File: config.mk
export PLATFORM = sky130hd
export DESIGN_NAME = stream_fifo_arbiter
export DESIGN_NICKNAME = d
export VERILOG_FILES = /design/src/rtl/stream_fifo_arbiter.sv
export SDC_FILE = /design/constraint.sdc
export NUM_CORES = 1
export LEC_CHECK = 0
export BUFFER_PORTS_ARGS = -buffer_cell sky130_fd_sc_hd__buf_2
export CELL_PAD_IN_SITES_DETAIL_PLACEMENT = 1
export CELL_PAD_IN_SITES_GLOBAL_PLACEMENT = 1
export CORE_ASPECT_RATIO = 1.5
export CORE_MARGIN = 8
export CORE_UTILIZATION = 24
export DETAILED_ROUTE_END_ITERATION = 8
export HOLD_SLACK_MARGIN = 0.08
export MAX_ROUTING_LAYER = met4
export PLACE_DENSITY = 0.81
export SETUP_SLACK_MARGIN = 0.5
export SKIP_LAST_GASP = 1
export SLEW_MARGIN = 20
export SYNTH_ARGS = -nofsm -noshare
export SYNTH_HDL_FRONTEND = slang
export SYNTH_SLANG_ARGS = --single-unit
export TNS_END_PERCENT = 100
File: constraint.sdc
create_clock -name ap_clk -period 1.86 [get_ports ap_clk]
set_input_delay 0.186 -clock ap_clk [delete_from_list [all_inputs] [get_ports ap_clk]]
set_output_delay 0.186 -clock ap_clk [all_outputs]
set_load 0.005 [all_outputs]
File: src/rtl/stream_fifo_arbiter.sv
// rtl/stream_fifo_arbiter.sv - round-robin burst arbiter feeding one streaming FIFO (optional: ARB_BURST_TIMEOUT_EN)
module stream_fifo_arbiter #(
  parameter int N_IN    = 4,
  parameter int WIDTH   = 24,
  parameter int DEPTH   = 8100,
  parameter int CNT_W   = 13,
  parameter int BURST   = 16,
  parameter int SEL_W   = 2,
  parameter int TIMEOUT = 255
) (
  input  logic                  ap_clk,
  input  logic                  ap_rst_n,
  input  logic [N_IN*WIDTH-1:0] in_V_TDATA,
  input  logic [N_IN-1:0]       in_V_TVALID,
  output logic [N_IN-1:0]       in_V_TREADY,
  output logic [WIDTH-1:0]      out_V_TDATA,
  output logic                  out_V_TVALID,
  input  logic                  out_V_TREADY,
  input  logic [CNT_W-1:0]      fifo_count,
  output logic [SEL_W-1:0]      grant_idx,
  output logic                  busy,
  output logic                  abort_pulse
);

  typedef enum logic {IDLE, XFER} state_t;

  localparam int BEAT_W = (BURST > 1) ? $clog2(BURST) : 1;
  localparam logic [BEAT_W-1:0] BEAT_LAST = BEAT_W'(BURST - 1);
  localparam logic [CNT_W:0]    DEPTH_X   = (CNT_W + 1)'(DEPTH);
  localparam logic [CNT_W:0]    BURST_X   = (CNT_W + 1)'(BURST);

  state_t            state, state_nx;
  logic [SEL_W-1:0]  sel, sel_nx;
  logic [SEL_W-1:0]  last_ptr, last_ptr_nx;
  logic [BEAT_W-1:0] beat, beat_nx;
  logic [CNT_W:0]    free;
  logic              space_ok;
  logic              pick_found;
  logic [SEL_W-1:0]  pick_idx;
  logic [SEL_W-1:0]  cand;
  logic              handshake;
  logic              timeout_hit;
  logic [WIDTH-1:0]  in_data [N_IN];

  // Unpack the flat producer bus so the granted lane can be selected by index.
  for (genvar i = 0; i < N_IN; i++) begin : g_unpack
    assign in_data[i] = in_V_TDATA[i*WIDTH +: WIDTH];
  end

  assign grant_idx = sel;
  assign handshake = out_V_TVALID && out_V_TREADY;

  // Free space in the FIFO; an out-of-range count is treated as completely full.
  always_comb begin
    free = '0;
    if ({1'b0, fifo_count} <= DEPTH_X) begin
      free = DEPTH_X - {1'b0, fifo_count};
    end
    space_ok = (free >= BURST_X);
  end

  // Round-robin search starting just after the last producer served.
  always_comb begin
    pick_found = 1'b0;
    pick_idx   = '0;
    cand       = '0;
    for (int k = 1; k <= N_IN; k++) begin
      cand = SEL_W'((int'(last_ptr) + k) % N_IN);
      if (!pick_found && in_V_TVALID[cand]) begin
        pick_found = 1'b1;
        pick_idx   = cand;
      end
    end
  end

`ifdef ARB_BURST_TIMEOUT_EN
  localparam int IDLE_W = ($clog2(TIMEOUT + 1) > 8) ? $clog2(TIMEOUT + 1) : 8;
  localparam logic [IDLE_W-1:0] IDLE_LAST = IDLE_W'(TIMEOUT - 1);

  logic [IDLE_W-1:0] idle_cnt;

  assign timeout_hit = (state == XFER) && !in_V_TVALID[sel] && (idle_cnt == IDLE_LAST);

  // Count consecutive cycles the granted producer leaves the bus idle.
  always_ff @(posedge ap_clk or negedge ap_rst_n) begin
    if (!ap_rst_n) begin
      idle_cnt <= '0;
    end else if (timeout_hit) begin
      idle_cnt <= '0;
    end else if (state == XFER && !in_V_TVALID[sel]) begin
      idle_cnt <= idle_cnt + 1'b1;
    end else begin
      idle_cnt <= '0;
    end
  end
`else
  assign timeout_hit = 1'b0;
`endif

  // Next-state decode plus zero-latency routing of the granted producer.
  always_comb begin
    state_nx     = state;
    sel_nx       = sel;
    last_ptr_nx  = last_ptr;
    beat_nx      = beat;
    busy         = 1'b0;
    abort_pulse  = 1'b0;
    in_V_TREADY  = '0;
    out_V_TVALID = 1'b0;
    out_V_TDATA  = '0;
    case (state)
      IDLE: begin
        if (pick_found && space_ok) begin
          sel_nx   = pick_idx;
          beat_nx  = '0;
          state_nx = XFER;
        end
      end
      XFER: begin
        busy              = 1'b1;
        out_V_TDATA       = in_data[sel];
        out_V_TVALID      = in_V_TVALID[sel];
        in_V_TREADY[sel]  = out_V_TREADY;
        if (handshake) begin
          if (beat == BEAT_LAST) begin
            last_ptr_nx = sel;
            beat_nx     = '0;
            state_nx    = IDLE;
          end else begin
            beat_nx = beat + 1'b1;
          end
        end else if (timeout_hit) begin
          abort_pulse = 1'b1;
          last_ptr_nx = sel;
          beat_nx     = '0;
          state_nx    = IDLE;
        end
      end
      default: state_nx = IDLE;
    endcase
  end

  // State register; reset drops any burst in progress immediately.
  always_ff @(posedge ap_clk or negedge ap_rst_n) begin
    if (!ap_rst_n) begin
      state    <= IDLE;
      sel      <= '0;
      last_ptr <= SEL_W'(N_IN - 1);
      beat     <= '0;
    end else begin
      state    <= state_nx;
      sel      <= sel_nx;
      last_ptr <= last_ptr_nx;
      beat     <= beat_nx;
    end
  end

endmodule

==> impl_metrics.py, run 1 <==
metrics = {
    "timing": {
        "finClkSkew_ns": 0.000652,
        "maxSlewViolCount": 0,
        "hold_viol_final": 0,
        "rsz0062_at_grt": "yes",
        "timing.final.crit_period_ns": 1.88,
        "report.final.setup_viol": 8,
        "tightest_slew_ns": 0.615,
        "fin_crit_sh": 1.01,
        "fin_ws_ns": -0.0181,
        "relSlewSlack": 0.585,
        "max_freq_mhz": 532,
    },
    "layout": {
        "area_growth_syn_to_layout_pct": 82.5,
        "nets": 422,
        "fin_area_um2": 2730,
        "final_cell_mix": "buf_2 (136), mux4_2 (25), and2_1 (16), buf_6 (15), buf_4 (11)",
        "mostFrequentLayoutCell": "buf_2",
        "utilization": 0.448,
        "layout-drive-gt1-share": 0.739,
        "fin_cells": 378,
    },
    "drt": {
        "post_drt_wl_per_cell_um": 19.3,
        "dr_total_vias": 1908,
        "viasPerCell": 5.05,
        "routed_wl_mm": 7.31,
        "route.detailed.drc": 0,
        "drt-initial-drc-count": 44,
        "detail-route-antenna-nets": 0,
        "first_pass_iters": 4,
    },
    "global_route": {
        "grt_pass1_wl_mm": 10.9,
        "grt_pass1_vias": 2224,
        "grt_max_degree": 30,
        "grt_overflow": 0,
        "track_usage": 0.157,
        "antenna_found_initial": 1,
    },
    "clocking": {
        "cts_max_level": 1,
        "ctsRootBufferMaster": "clkbuf_8",
        "cts_tree": "built",
        "clock_sinks": 9,
        "clockBufferDepth": 2,
        "clk_latency_ns": 0.23,
        "numCtsBuffers": 3,
        "cts.reportedPaths.clkPinSlew_ns": 0.04,
    },
    "die": {
        "core_area_um2": 6090,
        "dieHeight_um": 113,
        "die_area_um2": 9060,
        "die_w_um": 80.4,
        "io_pins": 149,
        "std_cell_rows": 35,
        "start_util": 0.246,
    },
    "critical_path": {
        "regToRegSetupSlack_ns": 0.16,
        "worst-setup-path-type": "flip-flop to output port",
        "cp.required_ns": 1.67,
        "critPathLaunchType": "flip-flop",
        "startpoint": "grant_idx[0]$_DFFE_PN0P_",
        "arrival_ns": 1.69,
        "rr_endpoint": "last_ptr[1]$_DFFE_PN1P_",
        "ff2ff_path_depth": 4,
        "reg2reg_from": "grant_idx[1]$_DFFE_PN0P_",
        "crit_fanout": 6,
        "endpoint_kind": "output port",
        "crit_path_end": "out_V_TDATA[0]",
    },
    "pwr": {
        "p_sw_frac": 0.360,
        "p_total_uw": 3240,
        "pwr-share-seq": 0.136,
        "p_int_uw": 2080,
        "vdd_drop_max_uv": 532,
        "comb_power_share": 0.794,
        "p_per_area_nw_per_um2": 1190,
        "net-switching-power_uw": 1170,
        "p_clk_frac": 0.070,
        "p_leak_uw": 0.00130,
    },
    "place": {
        "numPortBuffers": 147,
        "hpwl_mm": 6.07,
        "dp_cells": 362,
        "gp_congestion": 0.834,
        "placed_cell_area_um2": 2390,
        "place_ws_ns": -0.128,
    },
    "synth": {
        "yosysUniqueCellTypes": 39,
        "syn-num-nets": 259,
        "synth_area_um2": 1500,
        "avgSynthCellArea_um2": 10.6,
        "synth_edf_count": 0,
        "async_flop_share": 1.00,
        "seq_area_frac_synth": 0.152,
        "synth_warnings": 0,
        "ys_seq_elements": 9,
        "synthCells": 141,
        "synth-main-ff-cell": "dfrtp_1",
    },
    "run_status": {
        "violations": "setup timing",
        "status": "finished, violations left",
    },
    "job": {
        "maxCapViolCount": 0,
    },
    "min_path": {
        "hold_path_class": "primary input to async pin",
    },
}
kinds of logic after synthesis:
family | share of synthesized area
simple gates | 0.203
mux | 0.418
compound gates | 0.139
buf+inv | 0.0452
flops | 0.152
xor+xnor | 0.0234
fa+ha+maj | 0.0167
other cells | 0.00251
worst min-delay path by stage:
stage,start,endpoint
2_1_floorplan,ap_rst_n,beat[0]$_DFFE_PN0P_
3_3_place_gp,ap_rst_n,grant_idx[1]$_DFFE_PN0P_
3_5_place_dp,ap_rst_n,state$_DFF_PN0_
4_1_cts,in_V_TVALID[2],grant_idx[1]$_DFFE_PN0P_
5_1_grt,ap_rst_n,beat[2]$_DFFE_PN0P_
6_report,ap_rst_n,beat[2]$_DFFE_PN0P_
repair_timing:
item	CTS	global route
hold buffers	1	0
resized for setup	14	27
endpoints found under the setup margin	39	39
cloned	3	0
pin swaps	1	4
setup buffers	4	3
hold endpoints to repair	9	0
registers in the layout, indices dropped and copies added (netlist names):
signal / flops
beat: 4
state: 1
last_ptr: 2
grant_idx: 2
critical path, stage by stage, from the launching register on:
cell and delay [ns]:
dfrtp_2 0.43, buf_6 0.13, buf_16 0.12, mux4_2 0.50
and2_4 0.17, buf_6 0.11
power by group through the flow:
stage | logic, uW | clock network (uW) | registers [uW]
after floorplan | 1330 | 0 | 379
after global routing | 2780 | 246 | 453
after CTS | 2300 | 236 | 434
final | 2580 | 227 | 440
after detailed placement | 1990 | 0 | 405
after global placement | 1920 | 0 | 395
through the flow:
stage	hold WS, ns	setup TNS, ns
6_report	0.330	-0.0540
5_1_grt	0.353	-0.922
4_1_cts	0.325	-0.356
3_5_place_dp	0.0501	-0.575
3_3_place_gp	0.0488	-0.243
2_1_floorplan	-0.110	0
layer usage:
metal	share of wire	global-route usage	vias to the layer above
met5	0	-	-
met4	0.0094	0.0293	0
met3	0.11	0.0360	7
met2	0.55	0.299	115
met1	0.33	0.151	911
li1	-	-	875
final cells by class:
| type | count | area, um2 |
|---|---|---|
| flip-flops and latches | 9 | 230 |
| inverters | 6 | 32.5 |
| repair buffers | 168 | 1060 |
| well taps | 74 | 92.6 |
| diodes | 1 | 2.50 |
| fillers | 742 | 3360 |
| clock buffers | 4 | 45.0 |
| multi-input cells | 116 | 1260 |
cell usage after synthesis (all sizes together), types with 2 or more instances:
cell type	instances	share of area
xnor2	2	0.012
a31oi	3	0.013
o211ai	4	0.020
or3	3	0.016
nand2	8	0.020
mux2i	5	0.033
clkbuf	5	0.013
xor2	2	0.012
o21ai	7	0.023
dfrtp	7	0.12
a21oi	4	0.013
buf	5	0.018
o21a	2	0.010
inv	6	0.015
dfstp	2	0.035
nor2	6	0.015
mux4	25	0.38
ha	2	0.017
nor3	2	0.0067
and2	25	0.10
No activity file was read; power rests on OpenSTA's default activity.
==> inputs of run 2 (changes only) <==
--- a/config.mk
+++ b/config.mk
@@ -14,10 +14,9 @@
 export DETAILED_ROUTE_END_ITERATION = 8
 export HOLD_SLACK_MARGIN = 0.08
 export MAX_ROUTING_LAYER = met4
-export PLACE_DENSITY = 0.81
+export PLACE_DENSITY_LB_ADDON = 0.1
 export SETUP_SLACK_MARGIN = 0.5
 export SKIP_LAST_GASP = 1
-export SLEW_MARGIN = 20
 export SYNTH_ARGS = -nofsm -noshare
 export SYNTH_HDL_FRONTEND = slang
 export SYNTH_SLANG_ARGS = --single-unit
==> impl_metrics.py, run 2 (synthesized netlist as in run 1, its figures left out) <==
metrics = {
    "run_status": {
        "status": "completed",
    },
    "pwr": {
        "p_per_area_nw_per_um2": 1220,
        "vdd_drop_max_uv": 473,
        "p_leak_uw": 0.00136,
    },
    "die": {
        "std_cell_rows": 35,
        "dieHeight_um": 113,
        "die_w_um": 80.4,
        "die_area_um2": 9060,
        "core_area_um2": 6090,
        "start_util": 0.246,
        "io_pins": 149,
    },
    "timing": {
        "maxSlewViolCount": 0,
        "rsz0062_at_grt": "yes",
        "tightest_slew_ns": 0.731,
        "hold_viol_final": 0,
        "timing.final.crit_period_ns": 1.85,
        "max_freq_mhz": 539,
        "fin_ws_ns": 0.00527,
        "report.final.setup_viol": 0,
        "relSlewSlack": 0.507,
        "finClkSkew_ns": 0.00193,
        "hold-worst-slack_ns": 0.322,
        "fin_crit_sh": 0.997,
    },
    "layout": {
        "nets": 428,
        "largest-register": "beat",
        "n_antenna_cell": 0,
        "mostFrequentLayoutCell": "buf_2",
        "area_growth_syn_to_layout_pct": 90.5,
        "largest_register_ffs": 4,
        "layout-drive-gt1-share": 0.764,
        "final_cell_mix": "buf_2 (132), mux4_2 (25), buf_6 (16), buf_4 (16), and2_4 (15)",
        "utilization": 0.468,
    },
    "global_route": {
        "grt_pass1_wl_mm": 11.2,
        "grt_overflow": 0,
        "track_usage": 0.161,
        "grt_pass1_vias": 2039,
        "antenna_found_initial": 0,
        "grt_max_degree": 30,
    },
    "clocking": {
        "cts_max_level": 1,
        "cts.reportedPaths.clkPinSlew_ns": 0.05,
        "numCtsBuffers": 3,
        "clk_latency_ns": 0.23,
        "clockBufferDepth": 2,
        "ctsRootBufferMaster": "clkbuf_8",
        "cts_tree": "built",
        "clock_sinks": 9,
    },
    "critical_path": {
        "cpPeakStageDelay_ns": 0.50,
        "path_buf_inv": 3,
        "cpMaxStageDelayCell": "mux4_2",
        "endpoint_kind": "output port",
        "worst-setup-path-type": "flip-flop to output port",
        "critPathLaunchType": "flip-flop",
        "crit_chain": "buf_12 -> buf_16 -> mux4_2 -> and2_4 -> buf_6",
        "path_delay_family": "multiplexers",
        "cp.required_ns": 1.67,
        "crit_fanout": 7,
        "arrival_ns": 1.67,
    },
    "drt": {
        "route.detailed.drc": 0,
        "dr_total_vias": 1900,
        "first_pass_iters": 4,
        "routed_wl_mm": 7.73,
        "detail-route-antenna-nets": 0,
        "viasPerCell": 4.96,
        "post_drt_wl_per_cell_um": 20.2,
        "drt-initial-drc-count": 38,
    },
    "job": {
        "maxCapViolCount": 0,
    },
    "place": {
        "hpwl_mm": 6.36,
        "gp_congestion": 0.754,
        "numPortBuffers": 147,
        "place_ws_ns": -0.157,
    },
    "min_path": {
        "hold_path_class": "primary input to flip-flop",
    },
}
run 2: cell types whose count changed in the layout (fill, tap and decap cells not counted), sizes merged:
cell	delta
buf	+5
clkbuf	+1
clkinvlp	+1
diode	-1
inv	-1
run 2: stage by stage:
step / total power, uW / cell area (um2) / setup TNS (ns) / std cells
global route: 3730 / 2850 / -0.703 / 383
global placement: 2360 / 2400 / -0.282 / 363
finish: 3490 / 2850 / 0 / 383
floorplan: 1710 / 1560 / 0 / 141
detailed placement: 2390 / 2400 / -0.682 / 363
CTS: 3090 / 2670 / -0.0320 / 377
run 2: layer usage:
| metal | up-vias | track usage | routed length (um) |
|---|---|---|---|
| met5 | - | - | 0 |
| met4 | 0 | 0.0256 | 19 |
| met3 | 2 | 0.0400 | 745 |
| met2 | 97 | 0.292 | 4150 |
| met1 | 919 | 0.170 | 2810 |
| li1 | 882 | - | - |
run 2: cell type report:
| class | count | area (um2) |
|---|---|---|
| Tap cell | 74 | 92.6 |
| Inverter | 6 | 31.3 |
| Clock buffer | 4 | 45.0 |
| Sequential cell | 9 | 230 |
| Multi-Input combinational cell | 116 | 1280 |
| Timing Repair Buffer | 174 | 1170 |
| Fill cell | 737 | 3240 |
run 2: what timing repair did:
| action | 4_1_cts | 5_1_grt |
|---|---|---|
| resized for setup | 21 | 31 |
| setup endpoints to repair | 38 | 38 |
| pin swaps | 1 | 15 |
| hold endpoints to repair | 9 | 0 |
| hold buffers | 1 | 0 |
| buffers inserted | 6 | 5 |
| gates cloned | 3 | 1 |
run 2: power by group:
group / internal, uW / switching [uW]
logic: 1840 / 1010
clock network: 149 / 75.0
registers: 304 / 108
run 2: worst min-delay path: stages:
cell     delay (ns)
buf_2          0.12
o21ai_0        0.08
mux2i_1        0.12
run 2: worst paths after layout:
kind                            slack (ns)  depth (start not counted)                       end                     start
worst min register to register        0.49                          2   last_ptr[0]$_DFFE_PN1P_   last_ptr[0]$_DFFE_PN1P_
worst min-delay path                  0.32                          3  grant_idx[1]$_DFFE_PN0P_            in_V_TVALID[2]
worst max-delay path                 0.005                          5           out_V_TDATA[12]  grant_idx[0]$_DFFE_PN0P_
worst max register to register        0.25                          6       beat[3]$_DFFE_PN0P_  grant_idx[0]$_DFFE_PN0P_
min in group asynchronous             0.34                          2       beat[2]$_DFFE_PN0P_                  ap_rst_n
max in group asynchronous             1.28                          2   last_ptr[0]$_DFFE_PN1P_                  ap_rst_n
